### src/rtl/fifo_arb_pkg.sv
// Shared types and default parameters for the FIFO write arbiter.
package fifo_arb_pkg;

  typedef enum logic {
    IDLE  = 1'b0,
    BURST = 1'b1
  } arb_state_e;

  localparam int DEF_DATA_WIDTH = 8;
  localparam int DEF_N_REQ      = 4;
  localparam int DEF_BURST_LEN  = 4;

  // Beat counter width; a one-beat burst still needs a 1-bit counter.
  function automatic int cnt_width(input int burst_len);
    return ($clog2(burst_len) < 1) ? 1 : $clog2(burst_len);
  endfunction

endpackage

### src/rtl/rr_picker.sv
// Combinational round-robin picker: first set request at or above the
// pointer, wrapping by explicit compare so non-power-of-two counts work.
module rr_picker #(
  parameter int N_REQ = 4
) (
  input  logic [N_REQ-1:0]         i_req,
  input  logic [$clog2(N_REQ)-1:0] i_rr_ptr,
  output logic                     o_found,
  output logic [$clog2(N_REQ)-1:0] o_index
);

  localparam int IW = $clog2(N_REQ);
  localparam int SW = IW + 1;
  localparam logic [SW-1:0] N_S = SW'(N_REQ);

  logic [SW-1:0] w_sum;
  logic [IW-1:0] w_cand;

  // Scan N_REQ candidates upward from the pointer; the first hit wins.
  always_comb begin
    o_found = 1'b0;
    o_index = '0;
    w_sum   = '0;
    w_cand  = '0;
    for (int k = 0; k < N_REQ; k++) begin
      w_sum   = {1'b0, i_rr_ptr} + SW'(k);
      w_sum   = (w_sum >= N_S) ? (w_sum - N_S) : w_sum;
      w_cand  = w_sum[IW-1:0];
      o_index = (!o_found && i_req[w_cand]) ? w_cand : o_index;
      o_found = o_found | i_req[w_cand];
    end
  end

endmodule

### src/rtl/fifo_wr_arbiter.sv
// Round-robin burst arbiter funnelling N_REQ write requesters into one
// shared synchronous FIFO; one idle bubble separates consecutive grants.
module fifo_wr_arbiter
  import fifo_arb_pkg::*;
#(
  parameter int DATA_WIDTH = DEF_DATA_WIDTH,
  parameter int N_REQ      = DEF_N_REQ,
  parameter int BURST_LEN  = DEF_BURST_LEN
) (
  input  logic                          clk,
  input  logic                          rst,
  input  logic [N_REQ-1:0]              req_valid,
  input  logic [N_REQ*DATA_WIDTH-1:0]   req_data,
  output logic [N_REQ-1:0]              req_ready,
  input  logic                          fifo_full,
  output logic                          fifo_wr_en,
  output logic [DATA_WIDTH-1:0]         fifo_data_in,
  output logic [$clog2(N_REQ)-1:0]      grant_id,
  output logic                          busy
);

  localparam int IW = $clog2(N_REQ);
  localparam int CW = cnt_width(BURST_LEN);
  localparam logic [CW-1:0] LAST_BEAT = CW'(BURST_LEN - 1);
  localparam logic [IW-1:0] LAST_REQ  = IW'(N_REQ - 1);

  arb_state_e      r_state;
  logic [IW-1:0]   r_rr_ptr;
  logic [IW-1:0]   r_grant_id;
  logic [CW-1:0]   r_beat_cnt;

  logic            w_found;
  logic [IW-1:0]   w_pick;
  logic            w_gnt_valid;
  logic            w_accept_ok;
  logic            w_wr;
  logic [IW-1:0]   w_next_ptr;
  logic [DATA_WIDTH-1:0] w_words [N_REQ];

  rr_picker #(.N_REQ(N_REQ)) u_picker (
    .i_req    (req_valid),
    .i_rr_ptr (r_rr_ptr),
    .o_found  (w_found),
    .o_index  (w_pick)
  );

  for (genvar g = 0; g < N_REQ; g++) begin : g_unpack
    assign w_words[g] = req_data[g*DATA_WIDTH +: DATA_WIDTH];
  end

  // Writes are suppressed during the reset cycle so an abandoned burst never leaks a beat.
  assign w_gnt_valid = req_valid[r_grant_id];
  assign w_accept_ok = (r_state == BURST) && !fifo_full && !rst;
  assign w_wr        = w_accept_ok && w_gnt_valid;
  assign w_next_ptr  = (r_grant_id == LAST_REQ) ? '0 : (r_grant_id + IW'(1));

  // Only the granted requester may see ready.
  always_comb begin
    req_ready             = '0;
    req_ready[r_grant_id] = w_accept_ok;
  end

  assign fifo_wr_en   = w_wr;
  assign fifo_data_in = w_words[r_grant_id];
  assign grant_id     = r_grant_id;
  assign busy         = (r_state == BURST);

  // Grant FSM: pick in IDLE, count beats in BURST, release on last beat or dropped valid.
  always_ff @(posedge clk) begin
    if (rst) begin
      r_state    <= IDLE;
      r_rr_ptr   <= '0;
      r_grant_id <= '0;
      r_beat_cnt <= '0;
    end else begin
      case (r_state)
        IDLE: begin
          if (w_found) begin
            r_grant_id <= w_pick;
            r_beat_cnt <= '0;
            r_state    <= BURST;
          end else begin
            r_state    <= IDLE;
          end
        end
        BURST: begin
          if (!w_gnt_valid) begin
            r_state  <= IDLE;
            r_rr_ptr <= w_next_ptr;
          end else if (!fifo_full) begin
            if (r_beat_cnt == LAST_BEAT) begin
              r_state  <= IDLE;
              r_rr_ptr <= w_next_ptr;
            end else begin
              r_beat_cnt <= r_beat_cnt + CW'(1);
            end
          end else begin
            r_state <= BURST;
          end
        end
        default: r_state <= IDLE;
      endcase
    end
  end

endmodule

### config.mk
export PLATFORM = sky130hd
export DESIGN_NAME = fifo_wr_arbiter
export DESIGN_NICKNAME = d
export VERILOG_FILES = /design/src/rtl/fifo_arb_pkg.sv /design/src/rtl/rr_picker.sv /design/src/rtl/fifo_wr_arbiter.sv
export SDC_FILE = /design/constraint.sdc
export NUM_CORES = 1
export LEC_CHECK = 0
export CORE_MARGIN = 2
export CORE_UTILIZATION = 37
export DETAILED_ROUTE_END_ITERATION = 6
export HOLD_SLACK_MARGIN = 0.03
export PLACE_DENSITY_LB_ADDON = 0.1
export SLEW_MARGIN = 20
export SYNTH_ARGS = -nofsm -noshare
export SYNTH_HDL_FRONTEND = slang
export SYNTH_SLANG_ARGS = --single-unit
### constraint.sdc
create_clock -name clk -period 4.2 [get_ports clk]
set_clock_uncertainty 0.15 [all_clocks]
set_input_delay 0.84 -clock clk [delete_from_list [all_inputs] [get_ports clk]]
set_output_delay 0.84 -clock clk [all_outputs]
set_load 0.005 [all_outputs]
Word level (Yosys, flattened, before mapping) --
Cells that the tools add are included.
Word-level totals: bits in registers 7, input port bits 39, output and inout bits 16, logic and storage cells 90
Operators by class: $add $sub $neg 9, magnitude comparators 11, equal/unequal tests 8, multiplexer cells 37, bitwise gates (word level) 6, reduce and logical (&&, ||, !) cells 15
Operators by type and width (count):
- 2-to-1 mux 2 bit | 16
- binary-select mux 8 bit (select 2 bit) | 1
- 2-to-1 mux 8 bit | 2
- less-than comparator 2 x 3 -> 1 bit (second input constant) | 5
- greater-or-equal comparator 3 bit (second input constant) | 4
- binary-select mux 1 bit (select 2 bit) | 5
- 2-to-1 mux 1 bit | 10
- subtractor 2 x 1 -> 2 bit (second input constant) | 4
- logical AND 1 bit | 7
- adder 2 x 2 -> 3 bit (second input constant) | 2
- != test 2 x 1 -> 1 bit (second input constant) | 3
- != test 2 bit (second input constant) | 3
- logical NOT 1 bit | 5
- adder 2 x 1 -> 2 bit (second input constant) | 2
- bitwise AND 4 bit | 1
- equality test 2 bit (second input constant) | 2
- one-hot mux 2 bit (2 select lines) | 1
- AND reduction 4 bit | 1
- adder 2 x 1 -> 3 bit (second input constant) | 1
- greater-or-equal comparator 2 x 3 -> 1 bit (second input constant) | 1
- inverter 2 -> 3 bit | 1
- OR 1 bit | 3
- AND reduction 3 bit | 1
- demux 1 bit (select 2 bit) | 1
- 4 further kinds | 4

Longest topological paths before layout --
Gate-level depths: netlist of run 1.
depth after elaboration 10, depth in mapped cells 5, gate-level depth less buffers 5

By module --
Synthesis of run 1 repeated with hierarchy kept, for this count alone.
Second synthesis, totals: cell total of the unflattened synthesis 73, area, all modules 719.4 sq um
Modules (own cells, without submodules):
- fifo_wr_arbiter | times used 1, cells an instance 58, area each 641.9 sq um
- rr_picker | times used 1, cells an instance 15, area each 77.6 sq um

Worst setup path before layout of run 1 --
No wires, ideal clock.
path kind input-to-output, from input req_valid[2], to output fifo_wr_en, arrival time 1.610 ns, data required time 3.210 ns, path slack 1.600 ns, stages on the path 3, path through buf_6 mux4_2 and2_1
On the way: word-level cells in the longest chain between the ends 3
Ends and longest elaborated chain:
- start: declaration | RTL line fifo_wr_arbiter.sv:12 | input logic [N_REQ-1:0] req_valid,
- binary-select mux 1 bit (select 2 bit) | RTL line fifo_wr_arbiter.sv:52 | assign w_gnt_valid = req_valid[r_grant_id];
- 2-to-1 mux 1 bit (not written as such) | RTL line fifo_wr_arbiter.sv:52
- logical AND 1 bit | RTL line fifo_wr_arbiter.sv:54 | assign w_wr = w_accept_ok && w_gnt_valid;
- end: declaration | RTL line fifo_wr_arbiter.sv:16 | output logic fifo_wr_en,
Every way passes these cells. The select of a mux whose other input is x is not followed.

Final worst setup path of run 1 --
Ends and elaborated chain as after synthesis.

==> impl_results.rst, run 1 <==
.. list-table::
   :header-rows: 1

   * - Metric
     - Value
   * - Outcome
     - finished clean
   * - Residual overflow from global routing
     - 0
   * - Count of maximum capacitance violations
     - 0
   * - Initial DRC Count
     - 12
   * - Count of pins over their slew limit
     - 0
   * - Final Wtd Congestion
     - 0.741
   * - Sum of internal, switching and leakage power
     - 0.000295 W
   * - Pin count of the biggest net entering global routing
     - 17
   * - Fill cells
     - 156
   * - Arrival time of the worst setup path
     - between 2000 and 3000 ps
   * - Count of buffers added by post-CTS timing repair for setup
     - 0
   * - Wirelength per Cell
     - 15.0 um
   * - Share of post-route cells with drive strength above 1
     - ~17%
   * - Number of antenna violations at the first check in global routing
     - 0
   * - Crit path largest cell delay
     - around 560 ps
   * - Starting utilization of the core area
     - 39.9%
   * - Later-pin clock latency in the skew report
     - between 200 and 250 ps
   * - CTS tree
     - built
   * - Synth Register Bits
     - 7
   * - Gr usage total
     - roughly 21%
   * - Worst path top cell family by delay
     - buffers and inverters
   * - Final non-filler cell total
     - around 160
   * - Diodes inserted
     - 0
   * - Port Buf Inserts
     - 54
   * - Endpoint class of the critical path
     - output port
   * - Cell type contributing the most total cell area after synthesis
     - sky130_fd_sc_hd__mux4_2
   * - I/O pin total
     - between 50 and 60
   * - Routed WL
     - 2.37 mm
   * - Die height
     - about 50 um
   * - Worst-path maximum fanout
     - 9
   * - Root cell of the clock tree
     - sky130_fd_sc_hd__clkbuf_4
   * - Critical path, cell by cell
     - clkdlybuf4s50_1, mux4_2, and2_1, clkdlybuf4s50_1
   * - Worst min-delay path class
     - flip-flop to flip-flop
   * - Via count of the first global-routing pass
     - 820
   * - Mapped cell area
     - 791 um2
   * - Post-CTS clock slew at the launch and capture registers of the worst setup and hold paths
     - 50 ps
   * - Most frequently used flop master after synthesis
     - sky130_fd_sc_hd__dfxtp_1
   * - Placeable core area
     - between 1500 and 2000 um2
   * - RSZ-0062 raised after global routing
     - no
   * - Required time at the endpoint of the critical path
     - around 3200 ps
   * - Kind of launch point of the worst setup path
     - input port
   * - DR vias/cell
     - about 5.3
   * - Number of enable-type register cells in the synthesized netlist
     - 0
   * - Library cell with the highest instance count after synthesis
     - sky130_fd_sc_hd__mux4_2
   * - Top cell by count, worst path
     - sky130_fd_sc_hd__clkdlybuf4s50_1
   * - Die extent in x
     - approximately 50 um
   * - Critical path buffers and inverters
     - 2
   * - Summed negative setup slack over all endpoints
     - 0 ps
   * - FF-to-FF Start
     - grant_id[1]
   * - Setup slack after placement
     - approximately 630 ps
   * - Critical path launch point
     - req_valid[2]
   * - Critical path type
     - input port to output port
   * - Max-slew headroom
     - between 50 and 60%
   * - Number of vias in the routed layout
     - roughly 840
   * - Wire length of the first global-routing pass
     - 3.98 mm
   * - Cell variety after synth
     - 36
   * - Detailed-router iteration count before antenna repair
     - 5
   * - Bufs on Longest Clock Path
     - 2
   * - Static leakage power
     - slightly below 0.5 nW
   * - Source of the worst hold timing path
     - r_beat_cnt[1]
   * - Post-route DRC violation count
     - 0
   * - Period utilisation layout
     - around 85%
   * - PD cells
     - between 200 and 250 nW/um2
   * - Die footprint
     - approximately 2500 um2
   * - Syn nets
     - ~120
   * - Total instance count after detailed placement
     - 154
   * - Worst-Margin Slew
     - ~660 ps
   * - Number of buffers inserted during clock tree synthesis
     - 3
   * - Final-report setup violation count
     - 0
   * - Area added between synthesis and finish
     - 74.5%
   * - Final worst path period need
     - roughly 3600 ps
   * - Resized cells post-CTS
     - 0
   * - Upper clock frequency limit
     - around 0.28 GHz
   * - Synthesized area per cell
     - 10.5 um2
   * - Most frequent cells after synthesis
     - 9 x sky130_fd_sc_hd__mux4_2, 7 x sky130_fd_sc_hd__dfxtp_1, 5 x sky130_fd_sc_hd__and2_1, 5 x sky130_fd_sc_hd__ha_1, 5 x sky130_fd_sc_hd__nor2b_1
   * - Detailed placer's ending HPWL
     - 2.02 mm
   * - Fin. Hold Viols
     - 0
   * - Sequential-to-total area share from yosys stat
     - around 18%
   * - Area share of the largest cell type after synthesis
     - about 26%
   * - Syn. warnings
     - 0
   * - Async set-or-reset flop fraction in the synthesized netlist
     - 0%
   * - Gate Count Post-Synth
     - 75
   * - Slowest stage cell, crit path
     - sky130_fd_sc_hd__clkdlybuf4s50_1
   * - CTS Hold Buffers Added
     - 0
   * - Final-stage net count
     - 176
   * - Number of clock sinks
     - 7
   * - Number of nets still failing antenna checks after routing
     - 0
   * - H-tree lvl count
     - 1
   * - Cells taking the most area after synthesis
     - sky130_fd_sc_hd__mux4_2 26%, sky130_fd_sc_hd__dfxtp_1 18%, sky130_fd_sc_hd__ha_1 7.9%
   * - Worst setup margin
     - roughly 640 ps
   * - Site row count
     - 16
   * - Worst vdd ir
     - 0.178 mV
-- logic make-up (layout without fill, tap and decap cells) --
family	count (synthesis)	after routing	share of synthesized area [%]
DFF	7	7	17.7
and+or+nand+nor	31	31	27.2
buffers and inverters	7	63	4.75
muxes	14	14	32.1
AOI/OAI and AO/OA	11	11	10.3
adders and majority gates	5	5	7.91
-- cell usage in the layout (no fill, tap or decap), types with 2 or more instances in the layout --
cell type	count
sky130_fd_sc_hd__dfxtp_1	7
sky130_fd_sc_hd__nor2_1	4
sky130_fd_sc_hd__a21oi_1	2
sky130_fd_sc_hd__clkdlybuf4s50_1	54
sky130_fd_sc_hd__mux2i_1	4
sky130_fd_sc_hd__and2_1	5
sky130_fd_sc_hd__nor3_2	2
sky130_fd_sc_hd__nor3_1	2
sky130_fd_sc_hd__ha_1	5
sky130_fd_sc_hd__a21oi_2	2
sky130_fd_sc_hd__inv_1	3
sky130_fd_sc_hd__buf_4	2
sky130_fd_sc_hd__mux4_2	9
sky130_fd_sc_hd__clkbuf_4	3
sky130_fd_sc_hd__nor2b_1	5
-- registers in the layout, indices dropped and copies added, names as in the netlist --
signal and cells:
busy 1, grant_id 2, r_beat_cnt 2, r_rr_ptr 2
-- worst reg2reg max path, cell delays in order, from the launching register on --
cell and delay, ps:
sky130_fd_sc_hd__dfxtp_1 740, sky130_fd_sc_hd__mux2i_1 340, sky130_fd_sc_hd__nor3_2 80, sky130_fd_sc_hd__nor3b_2 300, sky130_fd_sc_hd__mux2_1 350
-- worst paths after layout --
check | endpoint | slack [ps] | cells after the start
setup / recovery | fifo_wr_en | 640 | 4
hold / removal | r_beat_cnt[1] | 350 | 2
setup reg to reg | r_rr_ptr[0] | 2130 | 4
hold reg to reg | r_beat_cnt[1] | 350 | 2
-- metrics by stage --
| stage | util, % | hold slack (ps) | cell area, um2 |
|---|---|---|---|
| floorplan | - | 325 | 791 |
| global placement | 68.3 | 335 | 1350 |
| detailed placement | 68.3 | 346 | 1350 |
| CTS | 69.6 | 354 | 1380 |
| global route | 69.6 | 386 | 1380 |
| finish | 69.6 | 350 | 1380 |
-- report_power, final --
| part | leakage [nW] | total [W] | switching (W) | internal, W |
|---|---|---|---|---|
| registers | 0.0575 | 0.0000881 | 0.0000155 | 0.0000726 |
| clock network | 0.0150 | 0.0000604 | 0.0000241 | 0.0000362 |
| logic | 0.416 | 0.000147 | 0.0000446 | 0.000102 |
| total | 0.489 | 0.000295 | 0.0000843 | 0.000211 |
-- per-layer routing --
| layer | part of all wire (%) | GRT usage, % |
|---|---|---|
| met5 | 0 | 0 |
| met4 | 0.25 | 4.17 |
| met3 | 8.0 | 3.27 |
| met2 | 53 | 39.5 |
| met1 | 39 | 24.0 |
-- cell type report --
cell class | count | area, um2 | share of cell area (%)
Clock buffer | 4 | 26.3 | 1.90
Sequential cell | 7 | 140 | 10.2
Inverter | 3 | 11.3 | 0.816
Tap cell | 27 | 33.8 | 2.45
Timing Repair Buffer | 56 | 556 | 40.3
Multi-Input combinational cell | 61 | 613 | 44.4
(Power assumes the default switching activity.)
==> run 2, diff against run 1 <==
--- a/config.mk
+++ b/config.mk
@@ -6,7 +6,7 @@
 export NUM_CORES = 1
 export LEC_CHECK = 0
 export CORE_MARGIN = 2
-export CORE_UTILIZATION = 37
+export CORE_UTILIZATION = 31
 export DETAILED_ROUTE_END_ITERATION = 6
 export HOLD_SLACK_MARGIN = 0.03
 export PLACE_DENSITY_LB_ADDON = 0.1
==> constraint.sdc (replaced) <==
create_clock -name clk -period 3.1 [get_ports clk]
set_clock_uncertainty 0.15 [all_clocks]
set_input_delay 0.62 -clock clk [delete_from_list [all_inputs] [get_ports clk]]
set_output_delay 0.62 -clock clk [all_outputs]
set_load 0.005 [all_outputs]
==> impl_results.rst, run 2 (synthesis results as in run 1) <==
.. list-table::
   :header-rows: 1

   * - Metric
     - Value
   * - Outcome
     - finished clean (unchanged)
   * - Arrival time of the worst setup path
     - 2150 ps (was 2570 ps)
   * - Static leakage power
     - 0.518 nW (was 0.489 nW)
   * - Sum of internal, switching and leakage power
     - 0.000409 W (was 0.000295 W)
   * - RSZ-0062 raised after global routing
     - no (unchanged)
   * - Worst min-delay path class
     - flip-flop to flip-flop (unchanged)
   * - Count of maximum capacitance violations
     - 0 (unchanged)
   * - Max-slew headroom
     - 74.3% (was 56.0%)
   * - Bufs on Longest Clock Path
     - 2 (unchanged)
   * - Setup slack after placement
     - 167 ps (was 626 ps)
   * - Placeable core area
     - 2450 um2 (was 1980 um2)
   * - Count of buffers added by post-CTS timing repair for setup
     - 0 (unchanged)
   * - Initial DRC Count
     - 3 (was 12)
   * - Leading cell type in the layout, fill and taps excluded
     - sky130_fd_sc_hd__clkdlybuf4s50_1 (unchanged)
   * - Wire length of the first global-routing pass
     - 3.48 mm (was 3.98 mm)
   * - Number of clock sinks
     - 7 (unchanged)
   * - Resized cells post-CTS
     - 0 (unchanged)
   * - Number of buffers inserted during clock tree synthesis
     - 3 (unchanged)
   * - Number of nets still failing antenna checks after routing
     - 0 (unchanged)
   * - Die footprint
     - 2970 um2 (was 2520 um2)
   * - Fill cells
     - 233 (was 156)
   * - Later-pin clock latency in the skew report
     - 250 ps (was 240 ps)
   * - Wirelength per Cell
     - 14.1 um (was 15.0 um)
   * - PD cells
     - 286 nW/um2 (was 214 nW/um2)
   * - Period utilisation layout
     - 94.2%
   * - Site row count
     - 18 (was 16)
   * - Fin. Hold Viols
     - 0 (unchanged)
   * - Detailed-router iteration count before antenna repair
     - 2 (was 5)
   * - Post-CTS clock slew at the launch and capture registers of the worst setup and hold paths
     - 50 ps (about the same)
   * - Worst-Margin Slew
     - 385 ps (was 659 ps)
   * - CTS tree
     - built (unchanged)
   * - Top cell by count, worst path
     - sky130_fd_sc_hd__clkdlybuf4s50_1 (unchanged)
   * - Critical path, cell by cell
     - clkdlybuf4s50_1, mux4_2, and2_1, clkdlybuf4s50_1 (unchanged)
   * - Kind of launch point of the worst setup path
     - input port (unchanged)
   * - Starting utilization of the core area
     - 32.2% (was 39.9%)
   * - Count of pins over their slew limit
     - 0 (unchanged)
   * - Top routing layer in use
     - met3 (was met4)
   * - DR vias/cell
     - 5.01 (was 5.30)
   * - CTS Hold Buffers Added
     - 0 (unchanged)
   * - Detailed placer's ending HPWL
     - 2.02 mm (about the same)
   * - Worst setup margin
     - 179 ps (was 638 ps)
   * - Final Wtd Congestion
     - 0.770 (was 0.741)
   * - Post-route DRC violation count
     - 0 (unchanged)
   * - Summed negative setup slack over all endpoints
     - 0 ps (unchanged)
   * - Port Buf Inserts
     - 54 (unchanged)
   * - Final-report setup violation count
     - 0 (unchanged)
   * - Residual overflow from global routing
     - 0 (unchanged)
   * - H-tree lvl count
     - 1 (unchanged)
   * - Crit path largest cell delay
     - 490 ps (was 560 ps)
   * - Number of antenna violations at the first check in global routing
     - 0 (unchanged)
   * - Area added between synthesis and finish
     - 80.7% (was 74.5%)
   * - Final-stage net count
     - 182 (was 176)
   * - Required time at the endpoint of the critical path
     - 2330 ps (was 3210 ps)
   * - Gr usage total
     - 16.1% (was 20.7%)
   * - Worst vdd ir
     - 0.300 mV (was 0.178 mV)
   * - Worst-path maximum fanout
     - 2 (was 9)
   * - Routed WL
     - 2.35 mm (was 2.37 mm)
   * - Met3 routed wirelength
     - 187 um (was 190 um)
   * - Pin count of the biggest net entering global routing
     - 15 (was 17)
   * - Commonest non-fill, non-tap cells in the layout
     - 54 x sky130_fd_sc_hd__clkdlybuf4s50_1, 9 x sky130_fd_sc_hd__mux4_2, 8 x sky130_fd_sc_hd__buf_4 (was 54 x sky130_fd_sc_hd__clkdlybuf4s50_1, 9 x sky130_fd_sc_hd__mux4_2, 7 x sky130_fd_sc_hd__dfxtp_1)
   * - Upper clock frequency limit
     - 0.342 GHz
   * - Root cell of the clock tree
     - sky130_fd_sc_hd__clkbuf_4 (unchanged)
   * - Met2 wire length
     - 1.12 mm (was 1.26 mm)
   * - Number of vias in the routed layout
     - 837 (was 838)
   * - Via count of the first global-routing pass
     - 764 (was 820)
   * - Die height
     - 54.5 um (was 50.2 um)
   * - Endpoint class of the critical path
     - output port (unchanged)
   * - Met1 WL
     - 1.04 mm (was 916 um)
   * - Critical path type
     - input port to output port (unchanged)
   * - Finished Core Util
     - 58.2% (was 69.6%)
   * - Final worst path period need
     - slightly below 3000 ps
   * - I/O pin total
     - 55 (unchanged)
   * - Slowest stage cell, crit path
     - sky130_fd_sc_hd__mux4_2 (was sky130_fd_sc_hd__clkdlybuf4s50_1)
   * - Share of post-route cells with drive strength above 1
     - 20.4% (was 16.8%)
   * - Diodes inserted
     - 0 (unchanged)
   * - Die extent in x
     - 54.5 um (was 50.2 um)
-- run 2: cell count changes in the layout (fill, tap and decap cells not counted), sizes merged --
cell / before / now
buf: 2 / 8
-- run 2: critical path: cells and delay by family --
family | cells | cell delay (ps)
buffers and inverters | 2 | 860
multiplexers | 1 | 490
AND/OR/NAND/NOR | 1 | 180
-- run 2: layout make-up --
| class | instances | area (um2) | area share [%] |
|---|---|---|---|
| well taps | 30 | 37.5 | 2.63 |
| inverters | 3 | 11.3 | 0.788 |
| repair buffers | 62 | 601 | 42.0 |
| clock buffers | 4 | 26.3 | 1.84 |
| flip-flops and latches | 7 | 140 | 9.81 |
| multi-input cells | 61 | 613 | 42.9 |
-- run 2: through the flow --
step | cell area [um2] | cells | hold slack [ps]
3_5_place_dp | 1400 | 163 | 349
3_3_place_gp | 1400 | 163 | 337
4_1_cts | 1430 | 167 | 357
2_1_floorplan | 791 | 75 | 325
6_report | 1430 | 167 | 353
5_1_grt | 1430 | 167 | 376
-- run 2: per-layer routing --
layer / track usage [%] / up-vias
met4: 1.25 / 0
met2: 28.9 / 33
met3: 2.73 / 0
met1: 20.9 / 388
met5: 0 / -
li1: - / 416
-- run 2: power breakdown --
group	switching (W)	internal, W	total, W	leakage, nW
registers	0.0000156	0.0000984	0.000114	0.0575
logic	0.0000676	0.000145	0.000213	0.446
clock network	0.0000328	0.0000491	0.0000818	0.0150
-- run 2: worst paths after layout --
| kind | startpoint | to | slack [ps] | cells past startpoint |
|---|---|---|---|---|
| worst max-delay path | req_valid[0] | fifo_wr_en | 180 | 4 |
| worst min-delay path | r_beat_cnt[1] | r_beat_cnt[1] | 350 | 2 |
| worst max register to register | grant_id[1] | r_rr_ptr[0] | 1290 | 4 |
| worst min register to register | r_beat_cnt[1] | r_beat_cnt[1] | 350 | 2 |
